`config.mk`:
```
export PLATFORM = sky130hd
export DESIGN_NAME = display_scan_ctrl_flat
export DESIGN_NICKNAME = d
export VERILOG_FILES = /design/src/rtl/display_scan_ctrl_pkg.sv /design/src/rtl/display_scan_ctrl_if.sv /design/src/rtl/display_scan_ctrl_codificador.sv /design/src/rtl/display_scan_ctrl.sv /design/src/flat_wrapper.sv
export SDC_FILE = /design/constraint.sdc
export NUM_CORES = 1
export LEC_CHECK = 0
export BUFFER_PORTS_ARGS = -buffer_cell sky130_fd_sc_hd__buf_2
export CAP_MARGIN = 30
export CORE_MARGIN = 4
export CORE_UTILIZATION = 53
export DETAILED_ROUTE_END_ITERATION = 12
export GPL_ROUTABILITY_DRIVEN = 0
export PLACE_DENSITY = 0.84
export SYNTH_ARGS = -nofsm -noshare
export SYNTH_HDL_FRONTEND = slang
export SYNTH_SLANG_ARGS = --single-unit
```
`constraint.sdc`:
```
create_clock -name clk -period 3.19 [get_ports clk]
set_clock_uncertainty 0.1 [all_clocks]
set_input_delay 0.1595 -clock clk [delete_from_list [all_inputs] [get_ports clk]]
set_output_delay 0.1595 -clock clk [all_outputs]
set_load 0.01 [all_outputs]
```
`src/rtl/display_scan_ctrl_pkg.sv`:
```
// Shared types and constants for the display scan controller.
//   scan_state_e : controller states (IDLE -> GAP -> SHOW -> GAP ...)
//   BCD_W/SEG_W  : widths of a BCD digit and of the segment bus
//   BCD_MAX      : largest valid BCD digit; anything above is blanked
//   SEG_BLANK    : active-low segment pattern with every segment off
package display_scan_ctrl_pkg;

    localparam int unsigned BCD_W   = 4;
    localparam int unsigned SEG_W   = 7;
    localparam int unsigned BCD_MAX = 9;

    localparam logic [SEG_W-1:0] SEG_BLANK = 7'h7F;

    typedef enum logic [1:0] {
        ST_IDLE = 2'd0,
        ST_GAP  = 2'd1,
        ST_SHOW = 2'd2
    } scan_state_e;

endpackage

```
`src/rtl/display_scan_ctrl_if.sv`:
```
// Datapath/board-side bundle of the display scan controller.
//   master : datapath side (drives en/load/digits_in/lz_blank)
//   slave  : controller side (drives load_ack/frame_done/an/seg)
interface display_scan_ctrl_if #(
    parameter int unsigned N_DIG = 4
);
    logic                 en;
    logic                 load;
    logic [4*N_DIG-1:0]   digits_in;
    logic                 lz_blank;
    logic                 load_ack;
    logic                 frame_done;
    logic [N_DIG-1:0]     an;
    logic [6:0]           seg;

    modport master (
        output en, load, digits_in, lz_blank,
        input  load_ack, frame_done, an, seg
    );

    modport slave (
        input  en, load, digits_in, lz_blank,
        output load_ack, frame_done, an, seg
    );
endinterface

```
`src/rtl/display_scan_ctrl_codificador.sv`:
```
// BCD -> common-anode 7-segment encoder (l = {g,f,e,d,c,b,a}, active-low).
//   bcd : 4-bit BCD digit
//   l   : segment pattern; non-BCD codes give all segments off
module display_scan_ctrl_codificador
    import display_scan_ctrl_pkg::*;
(
    input  logic [BCD_W-1:0] bcd,
    output logic [SEG_W-1:0] l
);

    always_comb begin
        l = SEG_BLANK;
        case (bcd)
            4'd0: l = 7'h40;
            4'd1: l = 7'h79;
            4'd2: l = 7'h24;
            4'd3: l = 7'h30;
            4'd4: l = 7'h19;
            4'd5: l = 7'h12;
            4'd6: l = 7'h02;
            4'd7: l = 7'h78;
            4'd8: l = 7'h00;
            4'd9: l = 7'h10;
            default: l = SEG_BLANK;
        endcase
    end

endmodule

```
`src/rtl/display_scan_ctrl.sv`:
```
// Time-multiplexed scan controller for an N_DIG-digit common-anode display.
// One shared encoder is fed from a registered mux of the committed (shadow)
// digits; new data is double-buffered and only committed at frame end or idle.
//   clk, rst_n : clock, async active-low reset
//   bus.en/load/digits_in/lz_blank : control and data from the datapath
//   bus.load_ack   : pulse the cycle after loaded data is committed
//   bus.frame_done : pulse during the last cycle of the last digit's slot
//   bus.an         : active-low anode selects (registered)
//   bus.seg        : encoder output for the selected digit
module display_scan_ctrl
    import display_scan_ctrl_pkg::*;
#(
    parameter int unsigned N_DIG     = 4,
    parameter int unsigned PRESC     = 1000,
    parameter int unsigned BLANK_GAP = 2
) (
    input  logic                 clk,
    input  logic                 rst_n,
    display_scan_ctrl_if.slave   bus
);

    localparam int unsigned DW = BCD_W * N_DIG;
    localparam int unsigned IW = (N_DIG > 1) ? $clog2(N_DIG) : 1;
    localparam int unsigned PW = $clog2(PRESC + 1);
    localparam int unsigned GW = $clog2(BLANK_GAP + 1);

    scan_state_e      state_q, state_n;
    logic [IW-1:0]    idx_q, idx_n;
    logic [PW-1:0]    pcnt_q, pcnt_n;
    logic [GW-1:0]    gcnt_q, gcnt_n;
    logic [DW-1:0]    shadow_q, shadow_n;
    logic [DW-1:0]    pbuf_q, pbuf_n;
    logic             pend_q, pend_n;
    logic [BCD_W-1:0] bcd_q, bcd_n;
    logic [N_DIG-1:0] an_n;
    logic [N_DIG-1:0] blank;
    logic             ack_n;
    logic             fd_n;
    logic             frame_end;
    logic             commit;
    logic             seen_nz;
    logic [BCD_W-1:0] dig;

    // Next-state, buffering, blanking and output look-ahead
    always_comb begin
        state_n   = state_q;
        idx_n     = idx_q;
        pcnt_n    = pcnt_q;
        gcnt_n    = gcnt_q;
        frame_end = 1'b0;
        shadow_n  = shadow_q;
        pbuf_n    = pbuf_q;
        pend_n    = pend_q;
        ack_n     = 1'b0;
        blank     = '0;
        seen_nz   = 1'b0;
        dig       = '0;
        an_n      = '1;
        bcd_n     = '0;

        if (!bus.en) begin
            state_n = ST_IDLE;
            idx_n   = '0;
            pcnt_n  = '0;
            gcnt_n  = '0;
        end else begin
            case (state_q)
                ST_IDLE: begin
                    state_n = ST_GAP;
                    idx_n   = '0;
                    pcnt_n  = '0;
                    gcnt_n  = '0;
                end
                ST_GAP: begin
                    if (gcnt_q == GW'(BLANK_GAP - 1)) begin
                        state_n = ST_SHOW;
                        gcnt_n  = '0;
                        pcnt_n  = '0;
                    end else begin
                        gcnt_n = gcnt_q + GW'(1);
                    end
                end
                ST_SHOW: begin
                    if (pcnt_q == PW'(PRESC - 1)) begin
                        state_n = ST_GAP;
                        pcnt_n  = '0;
                        if (idx_q == IW'(N_DIG - 1)) begin
                            idx_n     = '0;
                            frame_end = 1'b1;
                        end else begin
                            idx_n = idx_q + IW'(1);
                        end
                    end else begin
                        pcnt_n = pcnt_q + PW'(1);
                    end
                end
                default: state_n = ST_IDLE;
            endcase
        end

        // A load landing on a commit cycle bypasses the pending buffer
        commit = (state_q == ST_IDLE) || frame_end;
        if (commit) begin
            if (bus.load) begin
                shadow_n = bus.digits_in;
                pend_n   = 1'b0;
                ack_n    = 1'b1;
            end else if (pend_q) begin
                shadow_n = pbuf_q;
                pend_n   = 1'b0;
                ack_n    = 1'b1;
            end
        end else if (bus.load) begin
            pbuf_n = bus.digits_in;
            pend_n = 1'b1;
        end

        // Invalid digits always dark; leading zeros dark from the top, digit 0 excepted
        for (int k = int'(N_DIG) - 1; k >= 0; k--) begin
            dig = shadow_n[BCD_W*k +: BCD_W];
            if (dig > BCD_W'(BCD_MAX)) begin
                blank[k] = 1'b1;
            end else if (bus.lz_blank && !seen_nz && dig == '0 && k != 0) begin
                blank[k] = 1'b1;
            end
            if (dig != '0) begin
                seen_nz = 1'b1;
            end
        end

        for (int k = 0; k < int'(N_DIG); k++) begin
            if (idx_n == IW'(k)) begin
                bcd_n = shadow_n[BCD_W*k +: BCD_W];
                if (state_n == ST_SHOW && !blank[k]) begin
                    an_n[k] = 1'b0;
                end
            end
        end

        fd_n = (state_n == ST_SHOW) && (idx_n == IW'(N_DIG - 1)) &&
               (pcnt_n == PW'(PRESC - 1));
    end

    // State, counters, buffers and registered outputs
    always_ff @(posedge clk or negedge rst_n) begin
        if (!rst_n) begin
            state_q        <= ST_IDLE;
            idx_q          <= '0;
            pcnt_q         <= '0;
            gcnt_q         <= '0;
            shadow_q       <= '0;
            pbuf_q         <= '0;
            pend_q         <= 1'b0;
            bcd_q          <= '0;
            bus.an         <= '1;
            bus.load_ack   <= 1'b0;
            bus.frame_done <= 1'b0;
        end else begin
            state_q        <= state_n;
            idx_q          <= idx_n;
            pcnt_q         <= pcnt_n;
            gcnt_q         <= gcnt_n;
            shadow_q       <= shadow_n;
            pbuf_q         <= pbuf_n;
            pend_q         <= pend_n;
            bcd_q          <= bcd_n;
            bus.an         <= an_n;
            bus.load_ack   <= ack_n;
            bus.frame_done <= fd_n;
        end
    end

    display_scan_ctrl_codificador u_enc (
        .bcd (bcd_q),
        .l   (bus.seg)
    );

endmodule

```
`src/flat_wrapper.sv`:
```
// flat-port wrapper written by rule: the top's interface ports become plain ports
module display_scan_ctrl_flat import display_scan_ctrl_pkg::*;
#(
    parameter int unsigned N_DIG     = 4,
    parameter int unsigned PRESC     = 1000,
    parameter int unsigned BLANK_GAP = 2
)
  (clk, rst_n, bus_en, bus_load, bus_digits_in, bus_lz_blank, bus_load_ack, bus_frame_done, bus_an, bus_seg);
  display_scan_ctrl_if #(.N_DIG(N_DIG)) bus_i ();
  input  logic clk;
  input  logic rst_n;
  input wire logic [$bits(bus_i.en)-1:0] bus_en;
  input wire logic [$bits(bus_i.load)-1:0] bus_load;
  input wire logic [$bits(bus_i.digits_in)-1:0] bus_digits_in;
  input wire logic [$bits(bus_i.lz_blank)-1:0] bus_lz_blank;
  output wire logic [$bits(bus_i.load_ack)-1:0] bus_load_ack;
  output wire logic [$bits(bus_i.frame_done)-1:0] bus_frame_done;
  output wire logic [$bits(bus_i.an)-1:0] bus_an;
  output wire logic [$bits(bus_i.seg)-1:0] bus_seg;
  assign bus_i.en = bus_en;
  assign bus_i.load = bus_load;
  assign bus_i.digits_in = bus_digits_in;
  assign bus_i.lz_blank = bus_lz_blank;
  assign bus_load_ack = bus_i.load_ack;
  assign bus_frame_done = bus_i.frame_done;
  assign bus_an = bus_i.an;
  assign bus_seg = bus_i.seg;
  display_scan_ctrl #(.N_DIG(N_DIG), .PRESC(PRESC), .BLANK_GAP(BLANK_GAP)) u_core (.clk(clk), .rst_n(rst_n), .bus(bus_i));
endmodule
```
# After elaboration in Yosys (flattened, before gate mapping)
# Memory sizes are Yosys's and may differ from the RTL's.
# Index checks and enable logic that the tools add are counted.
[op_classes]
n_bitwise = 1
n_mux = 48
reduce_logical = 27
n_eq_ne = 11
add_sub_neg = 3
order_cmp = 4
[op_table]
columns = ["op", "n"]
rows = [
  ["$mux 16", 3],
  ["$mux 10", 3],
  ["$pmux 10 s3", 1],
  ["$mux 1", 26],
  ["$eq 10x10->1 const B", 2],
  ["$gt 4x4->1 const B", 4],
  ["$mux 2", 8],
  ["$mux 4", 4],
  ["$logic_not 4->1", 3],
  ["$logic_and 1x1->1", 11],
  ["$add 10x1->10 const B", 1],
  ["$eq 2x2->1 const B", 5],
  ["$pmux 2 s2", 2],
  ["$reduce_bool 4->1", 2],
  ["$eq 2x1->1 const B", 3],
  ["$logic_not 1->1", 6],
  ["$pmux 2 s3", 1],
  ["$add 2x1->2 const B", 2],
  ["$logic_not 2->1", 2],
  ["$ne 3x1->1 const B", 1],
  ["$reduce_and 2->1", 1],
  ["$reduce_bool 2->1", 1],
  ["$logic_or 1x1->1", 1],
  ["$not 1->1", 1],
]
[word_totals]
romBits = 112
in_bits = 21
elab_cells = 106
regBits = 59
out_inout_bits = 13
memories = 1
[memory_table]
columns = ["name", "words", "width", "rd", "rd_ports_with_merged_regs", "wr", "line_no", "text"]
rows = [
  ["(no name shown)", 16, 7, 1, 0, 0, "display_scan_ctrl_codificador.sv:13", "case (bcd)"],
]

# Logic depth before layout (Yosys ltp)
[logic_depth]
ltp_word = 19
ltp_mapped = 12
depth_no_buf = 10

# Cells and area by module
# Synthesis repeated with hierarchy kept, for this count alone.
[hier_totals]
cells_unflattened = 307
hier_area_um2 = 3116.7
[modules_own_cells]
columns = ["module", "cells_per_inst", "n_inst", "seq_area_each_um2", "area_per_inst_um2"]
rows = [
  ["display_scan_ctrl", 276, 1, 1481.4, 2916.5],
  ["display_scan_ctrl_codificador", 31, 1, 0.0, 200.2],
]

# Least setup slack after synthesis
# No wires, ideal clock.
[synth_timing]
path_type = "register to register"
startpoint = "register u_core.pcnt_q[0]"
endpoint = "register u_core.bus.an[2]"
slack_ps = 393
path_stages_with_launch = 12
arrival_ps = 2602
path_cell_list = "dfrtp_1 > ha_1 > nand2_1 > or3_1 > buf_2 > o22a_4 > buf_6 > a221oi_4 > nand2b_1 > nor4_1 > and4bb_1 > or4_1"
[synth_between]
elab_chain_cells = 17
word_cells_on_any_way = 27
classes_between = "order compare: 1; eq/ne: 3; mux: 15; reduce/logical: 8"
[synth_lines]
columns = ["element", "line_no", "text"]
rows = [
  ["start, declared", "display_scan_ctrl.sv:29", "logic [PW-1:0] pcnt_q, pcnt_n;"],
  ["start signal, assigned", "display_scan_ctrl.sv:161", "pcnt_q <= pcnt_n;"],
  ["$eq 10x10->1", "display_scan_ctrl.sv:84", "if (pcnt_q == PW'(PRESC - 1)) begin"],
  ["$mux 1", "display_scan_ctrl.sv:84", ""],
  ["$mux 1", "display_scan_ctrl.sv:67", "case (state_q)"],
  ["$mux 1", "display_scan_ctrl.sv:61", "if (!bus.en) begin"],
  ["$logic_or 1x1->1", "display_scan_ctrl.sv:102", "commit = (state_q == ST_IDLE) || frame_end;"],
  ["$mux 16", "display_scan_ctrl.sv:103", "if (commit) begin"],
  ["via u_core.shadow_n[12]", "display_scan_ctrl.sv:31", "logic [DW-1:0] shadow_q, shadow_n;"],
  ["$reduce_bool 4->1", "display_scan_ctrl.sv:126", "if (dig != '0) begin"],
  ["[2 not listed]", "n/a", ""],
  ["$logic_and 1x1->1 (2 in series)", "display_scan_ctrl.sv:123", "end else if (bus.lz_blank && !seen_nz && dig == '0 && k != 0) begin"],
  ["$mux 1", "display_scan_ctrl.sv:123", ""],
  ["$mux 1", "display_scan_ctrl.sv:121", "if (dig > BCD_W'(BCD_MAX)) begin"],
  ["$logic_not 1->1", "display_scan_ctrl.sv:134", "if (state_n == ST_SHOW && !blank[k]) begin"],
  ["$logic_and 1x1->1", "display_scan_ctrl.sv:134", ""],
  ["$mux 1", "display_scan_ctrl.sv:134", ""],
  ["$mux 1", "display_scan_ctrl.sv:132", "if (idx_n == IW'(k)) begin"],
  ["via u_core.an_n[2]", "display_scan_ctrl.sv:35", "logic [N_DIG-1:0] an_n;"],
  ["end signal, assigned", "display_scan_ctrl.sv:167", "bus.an <= an_n;"],
  ["end, declared", "display_scan_ctrl_if.sv:23", "output load_ack, frame_done, an, seg"],
]
# The timed path passes the listed nets, and every way through them passes these cells.
# A chain may end at the register's enable or synchronous reset.

# Final worst setup path
# Same ends and word-level chain as after synthesis.

==> impl_metrics.json <==
{
  "status": "completed",
  "via_per_inst": 5.97,
  "core_area_mm2": 0.00568,
  "synth_area_leaders": "dfrtp_1 (43%), mux2_1 (3.9%), nand2_1 (3.5%)",
  "period_minus_slack_ns": 3.00,
  "finalSetupViolCount": 0,
  "synthToLayoutAreaGrowth_pct": 18.9,
  "num_vias": 2754,
  "p_leak_uw": 0.00167,
  "muxShareOfSynthArea_pct": 6.49,
  "synth-simple-area-share_pct": 19.1,
  "drt_iter0_drc": 190,
  "antenna_found_initial": 0,
  "final_nets": 412,
  "rr_worst_depth": 9,
  "dp_cells": 430,
  "critPathRequiredTime_ns": 3.34,
  "hold_slack_ns": 0.0187,
  "wl_per_cell_um": 16.8,
  "insertion_delay_ns": 0.34,
  "place_hpwl_um": 5310,
  "die_x_um": 85.5,
  "syn_inst": 334,
  "synth_area_leader_cell": "dfrtp_1",
  "worst_pin_slew_ns": 0.481,
  "grt_pass1_vias": 2697,
  "final_cells": 461,
  "synth-edff-count": 0,
  "grt_overflow_total": 0,
  "antennaDiodeCount": 0,
  "synth_top_family_by_area": "compound AO/OA/AOI/OAI gates",
  "ys_seq_elements": 59,
  "final_area_mm2": 0.00378,
  "clkTransAtPathRegs_ns": 0.07,
  "cts_tree": "yes",
  "vdd_ir_drop_max_mv": 0.303,
  "cts_root_buf": "clkbuf_8",
  "path_max_fanout": 20,
  "ys_seq_area_share_pct": 46.6,
  "cts_sinks": 59,
  "r2r_setup_slack_ns": 0.19,
  "cts_buffer_depth": 2,
  "holdPathStages": 3,
  "grt_pass1_wl_um": 12800,
  "die_height_um": 85.5,
  "synth_compound_area_share_pct": 19.9,
  "cpPeakStageDelay_ns": 0.48,
  "tns_ns": 0,
  "synth_ff_type": "dfrtp_1",
  "crit_arrival_ns": 3.15,
  "synth_common_cells": "dfrtp_1 (55), nand2_1 (30), nor2_1 (23)",
  "rr_endpoint": "u_core.bus.an[2]",
  "place_area_mm2": 0.00342,
  "crit_slowest_cell": "or4_1",
  "synth_cell_types": 60,
  "syn_nets": 362,
  "end_kind": "register",
  "grt_use_total_pct": 22.3,
  "firstDrtPassIters": 5,
  "critical_path_class": "reg2reg",
  "yosys_warnings": 0,
  "path_cells": "ha_1 -> nand2_1 -> or3_1 -> o22a_4 -> a221oi_4 -> nand2b_1 -> nor4_1 -> and4bb_1 -> or4_1",
  "synthesis.area_mm2": 0.00318,
  "drtAntennaViolNets": 0,
  "p_per_area_mw_per_mm2": 546,
  "numCtsBuffers": 9,
  "start_util_pct": 56.0,
  "relSlewSlack_pct": 67.9,
  "clock.fmax_ghz": 0.333,
  "drive_gt1_share_pct": 20.1,
  "routed_wl_um": 7740,
  "finalCritPeriodShare_pct": 94.2,
  "worstHoldPathType": "in2reg",
  "synth_xor_area_share_pct": 0.275,
  "dieArea_mm2": 0.00730,
  "rows": 27,
  "postSynthAreaPerCell_um2": 9.52,
  "r2r_start": "u_core.pcnt_q[0]",
  "cts_setup_buffers": 0,
  "rsz0062_at_grt": "false",
  "synth_top_area_share_pct": 43.3,
  "io_pins": 34,
  "max-cap-violations": 0,
  "grt_max_degree": 42,
  "hold_viol": 0,
  "hp-start": "bus_digits_in[15]",
  "synth_fa_ha_area_share_pct": 2.75,
  "synth.most_common_cell": "dfrtp_1",
  "htreeDepth": 3,
  "route.detailed.drc": 0,
  "hold_end": "u_core.pbuf_q[15]",
  "slew_viol_final": 0,
  "portBuffers": 33,
  "worstSetupStartpointType": "register",
  "async_flop_share_pct": 100
}
placed cells by master, fill, tap and decap left out, types with 6 or more instances in the layout:
| cell | instances |
|---|---|
| dfrtp_1 | 55 |
| mux2_1 | 11 |
| o21ai_0 | 13 |
| buf_4 | 11 |
| o21ai_1 | 14 |
| nor2_1 | 23 |
| a21oi_1 | 22 |
| a22oi_1 | 6 |
| nor3_1 | 15 |
| nand2_1 | 30 |
| inv_1 | 14 |
| nor2b_1 | 11 |
| ha_1 | 7 |
| mux2i_1 | 6 |
| buf_2 | 33 |
| clkbuf_8 | 9 |
| a31oi_1 | 7 |
| dlygate4sd3_1 | 14 |
| nand3_1 | 9 |
state kept, by name, summed over array words and instances (netlist names):
register               flops
u_core.state_q             2
u_core.pbuf_q             16
u_core.bus.load_ack        1
u_core.pend_q              1
u_core.shadow_q           16
u_core.bus.an              4
u_core.bcd_q               4
u_core.gcnt_q              2
u_core.idx_q               2
u_core.bus.frame_done      1
u_core.pcnt_q             10
cells by family (layout without fill, tap and decap cells):
| group | after synthesis | in the layout |
|---|---|---|
| mux | 18 | 18 |
| buf+inv | 36 | 91 |
| flops | 59 | 59 |
| fa+ha+maj | 7 | 7 |
| simple gates | 120 | 120 |
| compound gates | 93 | 93 |
| xor+xnor | 1 | 1 |
report_power, final:
| part | internal, uW | total [uW] | switching (uW) | leakage [uW] |
|---|---|---|---|---|
| registers | 851 | 924 | 72.9 | 0.000726 |
| logic | 202 | 475 | 273 | 0.000848 |
| clock network | 357 | 665 | 308 | 0.0000950 |
worst max path at each step:
stage / start / end / slack [ns] / depth (start not counted)
detailed placement: u_core.pcnt_q[0] / u_core.bus.an[1] / 0.20 / 9
global route: u_core.pcnt_q[0] / u_core.bus.an[1] / 0.05 / 9
floorplan: u_core.pcnt_q[0] / u_core.bus.an[2] / 0.39 / 11
finish: u_core.pcnt_q[0] / u_core.bus.an[2] / 0.19 / 9
CTS: u_core.pcnt_q[0] / u_core.bus.an[1] / 0.12 / 9
global placement: u_core.pcnt_q[0] / u_core.bus.an[1] / 0.34 / 9
routing by layer:
layer | up-vias | routed length [um] | global-route usage (%)
met5 | - | 0 | 0
met4 | 0 | 178 | 7.77
met3 | 22 | 518 | 6.12
met2 | 125 | 3740 | 36.2
met1 | 1299 | 3300 | 28.7
li1 | 1308 | - | -
what timing repair did:
action,in CTS,in global routing
hold endpoints to repair,51,0
hold buffers,14,0
gates resized for setup,0,1
setup endpoints to repair,0,2
through the flow:
stage	util (%)	total power (uW)	setup slack, ns
2_1_floorplan	-	1220	0.393
3_3_place_gp	60.3	1360	0.343
3_5_place_dp	60.3	1380	0.203
4_1_cts	66.2	2060	0.125
5_1_grt	66.6	2180	0.0466
6_report	66.6	2060	0.185
worst max-delay path, delay by kind of cell (launching register included):
family	cells	cell delay, ns
compound gates	2	0.66
flops	1	0.44
fa+ha+maj	1	0.24
simple gates	6	1.47
final cells by class:
cell class              count  area (um2)
well taps                  72        90.1
clock buffers               9         124
fillers                   430        1900
flip-flops and latches     59        1480
inverters                  16        60.1
clock inverters             7        68.8
repair buffers             59         408
multi-input cells         239        1550
No activity file was read; power rests on OpenSTA's default activity.
